===== src/rtl/wb_pipe_stage.sv =====
`default_nettype none
// ============================================================================
// Module  : wb_pipe_stage
// Purpose : Valid/ready pipeline stage register with optional 2-entry skid
//           buffer, synchronous flush and bubble-forced control bits.
// Rev     : 1.0  initial release
// ============================================================================
module wb_pipe_stage #(
    parameter int DATA_W = 101,
    parameter int CTRL_W = 3,
    parameter int SKID   = 1
) (
    input  logic              clk,
    input  logic              reset,
    input  logic              flush,
    input  logic              in_valid,
    output logic              in_ready,
    input  logic [DATA_W-1:0] in_data,
    input  logic [CTRL_W-1:0] in_ctrl,
    output logic              out_valid,
    input  logic              out_ready,
    output logic [DATA_W-1:0] out_data,
    output logic [CTRL_W-1:0] out_ctrl,
    output logic [1:0]        occupancy
);

    // Bit 0 of the encoding is the head valid bit, bit 1 the skid valid bit,
    // so both valids (and in_ready in skid mode) come straight off state flops.
    typedef enum logic [1:0] {
        ST_EMPTY = 2'b00,
        ST_ONE   = 2'b01,
        ST_FULL  = 2'b11
    } state_t;

    state_t              r_state;
    state_t              w_state_nxt;
    logic [DATA_W-1:0]   r_main_data;
    logic [DATA_W-1:0]   w_main_data_nxt;
    logic [CTRL_W-1:0]   r_main_ctrl;
    logic [CTRL_W-1:0]   w_main_ctrl_nxt;
    logic [DATA_W-1:0]   r_skid_data;
    logic [DATA_W-1:0]   w_skid_data_nxt;
    logic [CTRL_W-1:0]   r_skid_ctrl;
    logic [CTRL_W-1:0]   w_skid_ctrl_nxt;

    logic                w_main_valid;
    logic                w_skid_valid;
    logic                w_in_fire;
    logic                w_out_fire;

    assign w_main_valid = r_state[0];
    assign w_skid_valid = r_state[1];

    generate
        if (SKID != 0) begin : g_ready_skid
            assign in_ready = ~w_skid_valid;
        end else begin : g_ready_comb
            assign in_ready = ~w_main_valid | out_ready;
        end
    endgenerate

    assign w_in_fire  = in_valid & in_ready;
    assign w_out_fire = w_main_valid & out_ready;

    always_ff @(negedge clk or negedge reset) begin
        if (!reset) begin
            r_state     <= ST_EMPTY;
            r_main_data <= '0;
            r_main_ctrl <= '0;
            r_skid_data <= '0;
            r_skid_ctrl <= '0;
        end else begin
            r_state     <= w_state_nxt;
            r_main_data <= w_main_data_nxt;
            r_main_ctrl <= w_main_ctrl_nxt;
            r_skid_data <= w_skid_data_nxt;
            r_skid_ctrl <= w_skid_ctrl_nxt;
        end
    end

    always_comb begin
        w_state_nxt     = r_state;
        w_main_data_nxt = r_main_data;
        w_main_ctrl_nxt = r_main_ctrl;
        w_skid_data_nxt = r_skid_data;
        w_skid_ctrl_nxt = r_skid_ctrl;

        if (flush) begin
            // Anything entering on this edge is dropped even though in_ready
            // told upstream it was consumed.
            w_state_nxt     = ST_EMPTY;
            w_main_data_nxt = '0;
            w_main_ctrl_nxt = '0;
            w_skid_data_nxt = '0;
            w_skid_ctrl_nxt = '0;
        end else begin
            case (r_state)
                ST_EMPTY: begin
                    if (w_in_fire) begin
                        w_main_data_nxt = in_data;
                        w_main_ctrl_nxt = in_ctrl;
                        w_state_nxt     = ST_ONE;
                    end
                end
                ST_ONE: begin
                    if (w_in_fire && w_out_fire) begin
                        w_main_data_nxt = in_data;
                        w_main_ctrl_nxt = in_ctrl;
                    end else if (w_in_fire) begin
                        // Only reachable in skid mode: without a skid entry,
                        // in_ready is low whenever the head is stalled.
                        if (SKID != 0) begin
                            w_skid_data_nxt = in_data;
                            w_skid_ctrl_nxt = in_ctrl;
                            w_state_nxt     = ST_FULL;
                        end
                    end else if (w_out_fire) begin
                        w_state_nxt = ST_EMPTY;
                    end
                end
                ST_FULL: begin
                    if (w_out_fire) begin
                        w_main_data_nxt = r_skid_data;
                        w_main_ctrl_nxt = r_skid_ctrl;
                        w_skid_ctrl_nxt = '0;
                        w_state_nxt     = ST_ONE;
                    end
                end
                default: begin
                    w_state_nxt = ST_EMPTY;
                end
            endcase
        end
    end

    assign out_valid = w_main_valid;
    assign out_data  = r_main_data;
    assign out_ctrl  = r_main_ctrl & {CTRL_W{w_main_valid}};
    assign occupancy = {1'b0, w_main_valid} + {1'b0, w_skid_valid};

endmodule
`default_nettype wire


===== config.mk =====
export PLATFORM = sky130hd
export DESIGN_NAME = wb_pipe_stage
export DESIGN_NICKNAME = d
export VERILOG_FILES = /design/src/rtl/wb_pipe_stage.sv
export SDC_FILE = /design/constraint.sdc
export NUM_CORES = 1
export LEC_CHECK = 0
export BUFFER_PORTS_ARGS = -buffer_cell sky130_fd_sc_hd__buf_4
export CAP_MARGIN = 10
export CORE_UTILIZATION = 40
export DETAILED_ROUTE_END_ITERATION = 8
export PLACE_DENSITY = 0.71
export SKIP_LAST_GASP = 1
export SYNTH_ARGS = -nofsm -noshare
export SYNTH_HDL_FRONTEND = slang
export SYNTH_SLANG_ARGS = --single-unit

===== constraint.sdc =====
create_clock -name clk -period 2.9 [get_ports clk]
set_input_delay 0.58 -clock clk [delete_from_list [all_inputs] [get_ports clk]]
set_output_delay 0.58 -clock clk [all_outputs]
set_load 0.01 [all_outputs]

After elaboration in Yosys (flattened, before gate mapping). Index checks and enable logic that the tools add are counted.

Add/sub/neg operators: 1. Equal/unequal tests: 9. Multiplexer cells: 24. Bitwise gates (word level): 4. Reductions and logical operators: 10.

Operators by type and width (count): 101-bit 2-to-1 mux (7); 101-bit one-hot mux with 3 select lines (1); 3-bit 2-to-1 mux (7); 3-bit inequality test (second input constant) (5); 2-bit 2-to-1 mux (6); 4-bit AND reduction (3); 3-bit one-hot mux with 3 select lines (1); 2-bit one-hot mux with 3 select lines (1); 3-bit one-hot mux with 2 select lines (1); 4-bit inequality test (second input constant) (1); 2-bit nonzero test (2); 4-bit nonzero test (1); 3-bit bitwise AND (1); 3-bit AND reduction (1); 3-bit nonzero test (1); 1-bit by 1-bit adder with 2-bit output (1); 1-bit bitwise AND (2); 2-bit by 1-bit == test with 1-bit output (second input constant) (1); 2-bit == test (second input constant) (1); 2-bit logical NOT (1); 2-bit inequality test (second input constant) (1); 1-bit logical AND (1); 1-bit inverter (1).

Register bits: 210. Input bits: 109. Output and inout bits: 108. Word-level logic and storage cells: 53.

Longest topological paths before layout.
Depth in word-level cells: 6. Gate-level depth with buffers: 8. Depth with buffers taken out: 6.

==> reports/metrics.yaml <==
vdd_drop_max_v: 0.000503
yosys_most_used_dff: "dfrtn_1"
numPortBuffers: 216
first_global_vias: 7558
finalHoldViolations: 0
dp_hpwl_mm: 15.8
post_route_cells_drive_above_1_share_pct: 48.4
synthesis.nets: 837
skew_ns: 0.00481
p_per_area_nw_per_um2: 975
ant_nets: 0
required_ns: 2.32
drc: 0
io_pins: 217
slowest_stage: "dfrtn_1"
via_count: 7202
synth.avg_cell_area_um2: 13.2
p_leak_nw: 6.89
path_buf_inv: 2
yosys_warnings: 0
fp.dieW_um: 157
setup_viol: 190
core-area_um2: 23500
clkLatencyLatePin_ns: 0.51
post_drt_wl_per_cell_um: 19.5
synthTopCellsByCount: "dfrtn_1, nor2_1, mux2i_1"
clock-sinks: 210
clk_path_buf_depth: 3
antenna_found_initial: 0
busiest_layer: "met2"
crit_path_max_incr_delay_ns: 0.44
syn2layout_area_growth_pct: 48.2
seq_area_frac_synth_pct: 54.9
yosys.cell_types.count: 27
synth_edf_count: 0
rsz0062_at_grt: "true"
drt_pre_antenna_iters: 5
crit_fanout: 3
detailedPlace.worstSlack_ns: -0.583
die_area_um2: 24500
grt_pass1_wl_mm: 40.7
async_reset_ff_share_pct: 100
worst_slack_ns: -0.516
crit_family: "flip-flops"
cts-root-buf: "clkbuf_16"
violations: "setup timing"
ys_ff_latch: 210
postCtsHoldBufs: 0
cts_tree: "yes"
multi_input_area_um2: 4200
hp-class: "flop to flop"
nets: 1163
grt_max_degree: 56
initialDrtViolationCount: 343
grt_overflow: 0
worst_pin_slew_ns: 0.807
crit_arrival_ns: 2.84
cap_violations: 0
regArea_um2: 5260
synthTopCellsByArea: "dfrtn_1, mux2i_1, mux2_4, a22o_1, mux2_2"
startpoint_type: "flop"
cts_made_buffers: 23
netlist_area_um2: 9570
use_met1_pct: 26.9
grt_usage_pct: 21.0
clkTransAtPathRegs_ns: 0.05
status: "finished with violations"
rows: 56
gp_congestion: 0.756
met2_usage_pct: 35.0
maxSlewViolCount: 0
timing.slew.headroom_pct: 46.2
drt_wl_total_mm: 27.0
synth_top_area_share_pct: 54.9
start_util_pct: 40.8
yosysTopAreaCell: "dfrtn_1"
num_antenna_cells: 0
use_met3_pct: 5.26
critical_path_class: "flop to output port"
htreeDepth: 1
crit_chain: "inv_2 -> ha_4 -> buf_6"
yosysMostFrequentCell: "dfrtn_1"
viasPerCell: 5.20
die_h_um: 157
syn_inst: 724
p_total_mw: 13.8
end_kind: "output port"
fillCellCount: 1796
flip-flops by register name, summed over array words and instances, names as in the netlist:
| signal | cells |
|---|---|
| out_data | 101 |
| r_skid_data | 101 |
| r_main_ctrl | 3 |
| r_skid_ctrl | 3 |
| r_state | 2 |
worst register-to-register path, delay by kind of cell (launching register included):
family,cells,cell delay (ns)
buffers and inverters,7,1.44
AOI/OAI and AO/OA,2,0.47
DFF,1,0.44
muxes,1,0.33
adders and majority gates,1,0.14
placed cells by master (no fill, tap or decap), types with 2 or more instances in the layout:
master      synthesis  routed
nor2b_4             0       2
mux2i_1           108     108
and2_1              3       3
nand2_4             0       2
clkinv_2            0       4
a22o_1            101     101
mux2_4             60      82
inv_1               6       3
buf_6               7      65
clkinvlp_4          0       2
clkbuf_1           22       4
clkbuf_16           0      26
dfrtn_1           210     210
buf_4               0     251
nor2_1            109     108
ha_4                0       2
buf_12              0      28
mux2_2             45      23
nand2_1             6       5
bufinv_16           0       4
buf_16              0       7
ha_1                4       2
inv_2               0       2
clkbuf_8            0       5
buf_8               0       3
final timing paths:
| check | end | cells past startpoint | from | slack (ns) |
|---|---|---|---|---|
| worst max register to register | out_data[32] | 11 | r_state[0] | -0.05 |
| worst min register to register | out_data[65] | 1 | out_data[65] | 0.45 |
| max in group asynchronous | out_data[54] | 2 | reset | 1.00 |
| worst min-delay path | out_data[65] | 1 | out_data[65] | 0.45 |
| worst max-delay path | occupancy[0] | 3 | r_state[0] | -0.52 |
| min in group asynchronous | r_skid_data[26] | 1 | reset | 1.34 |
final cells by class:
class	instances	share of cell area, %
Inverter	6	0.212
Multi-Input combinational cell	451	29.6
Clock buffer	31	4.55
Timing Repair Buffer	358	24.7
Sequential cell	210	37.0
Tap cell	319	2.81
Clock inverter	10	1.09
metal layers:
layer / share of wire (%) / wire (um) / vias to the layer above
met1: 42 / 11400 / 3651
met5: 0 / 0 / -
met3: 6.6 / 1780 / 47
li1: - / - / 3252
met4: 2.4 / 652 / 0
met2: 49 / 13100 / 252
cell families after synthesis:
family	Yosys count	share of synthesized area (%)
xor gates and xnor gates	1	0.0915
AOI/OAI and AO/OA	109	9.98
muxes	213	26.0
DFF	210	54.9
and+or+nand+nor	124	5.15
buffers and inverters	63	3.33
adders and majority gates	4	0.523
repair_timing:
action / in CTS / in global routing
endpoints found under the setup margin: 168 / 211
pin swaps: 3 / 2
resized for setup: 42 / 71
gates cloned: 7 / 4
setup buffers: 54 / 22
endpoints found under the hold margin: 0 / 0
through the flow:
stage | cell area [um2] | TNS, ns | util, % | instances | hold WS, ns
4_1_cts | 13700 | -26.47 | 58.5 | 1361 | 0.456
5_1_grt | 14200 | -33.25 | 60.4 | 1385 | 0.465
3_5_place_dp | 12100 | -98.15 | 51.6 | 1259 | 0.451
2_1_floorplan | 9730 | -42.70 | - | 724 | 0.432
3_3_place_gp | 12100 | -95.13 | 51.6 | 1259 | 0.448
6_report | 14200 | -28.59 | 60.4 | 1385 | 0.452
power by group:
group	switching (mW)	internal (mW)
sequential	0.574	3.84
combinational	2.37	3.92
clock	1.20	1.91
(Power assumes the default switching activity.)
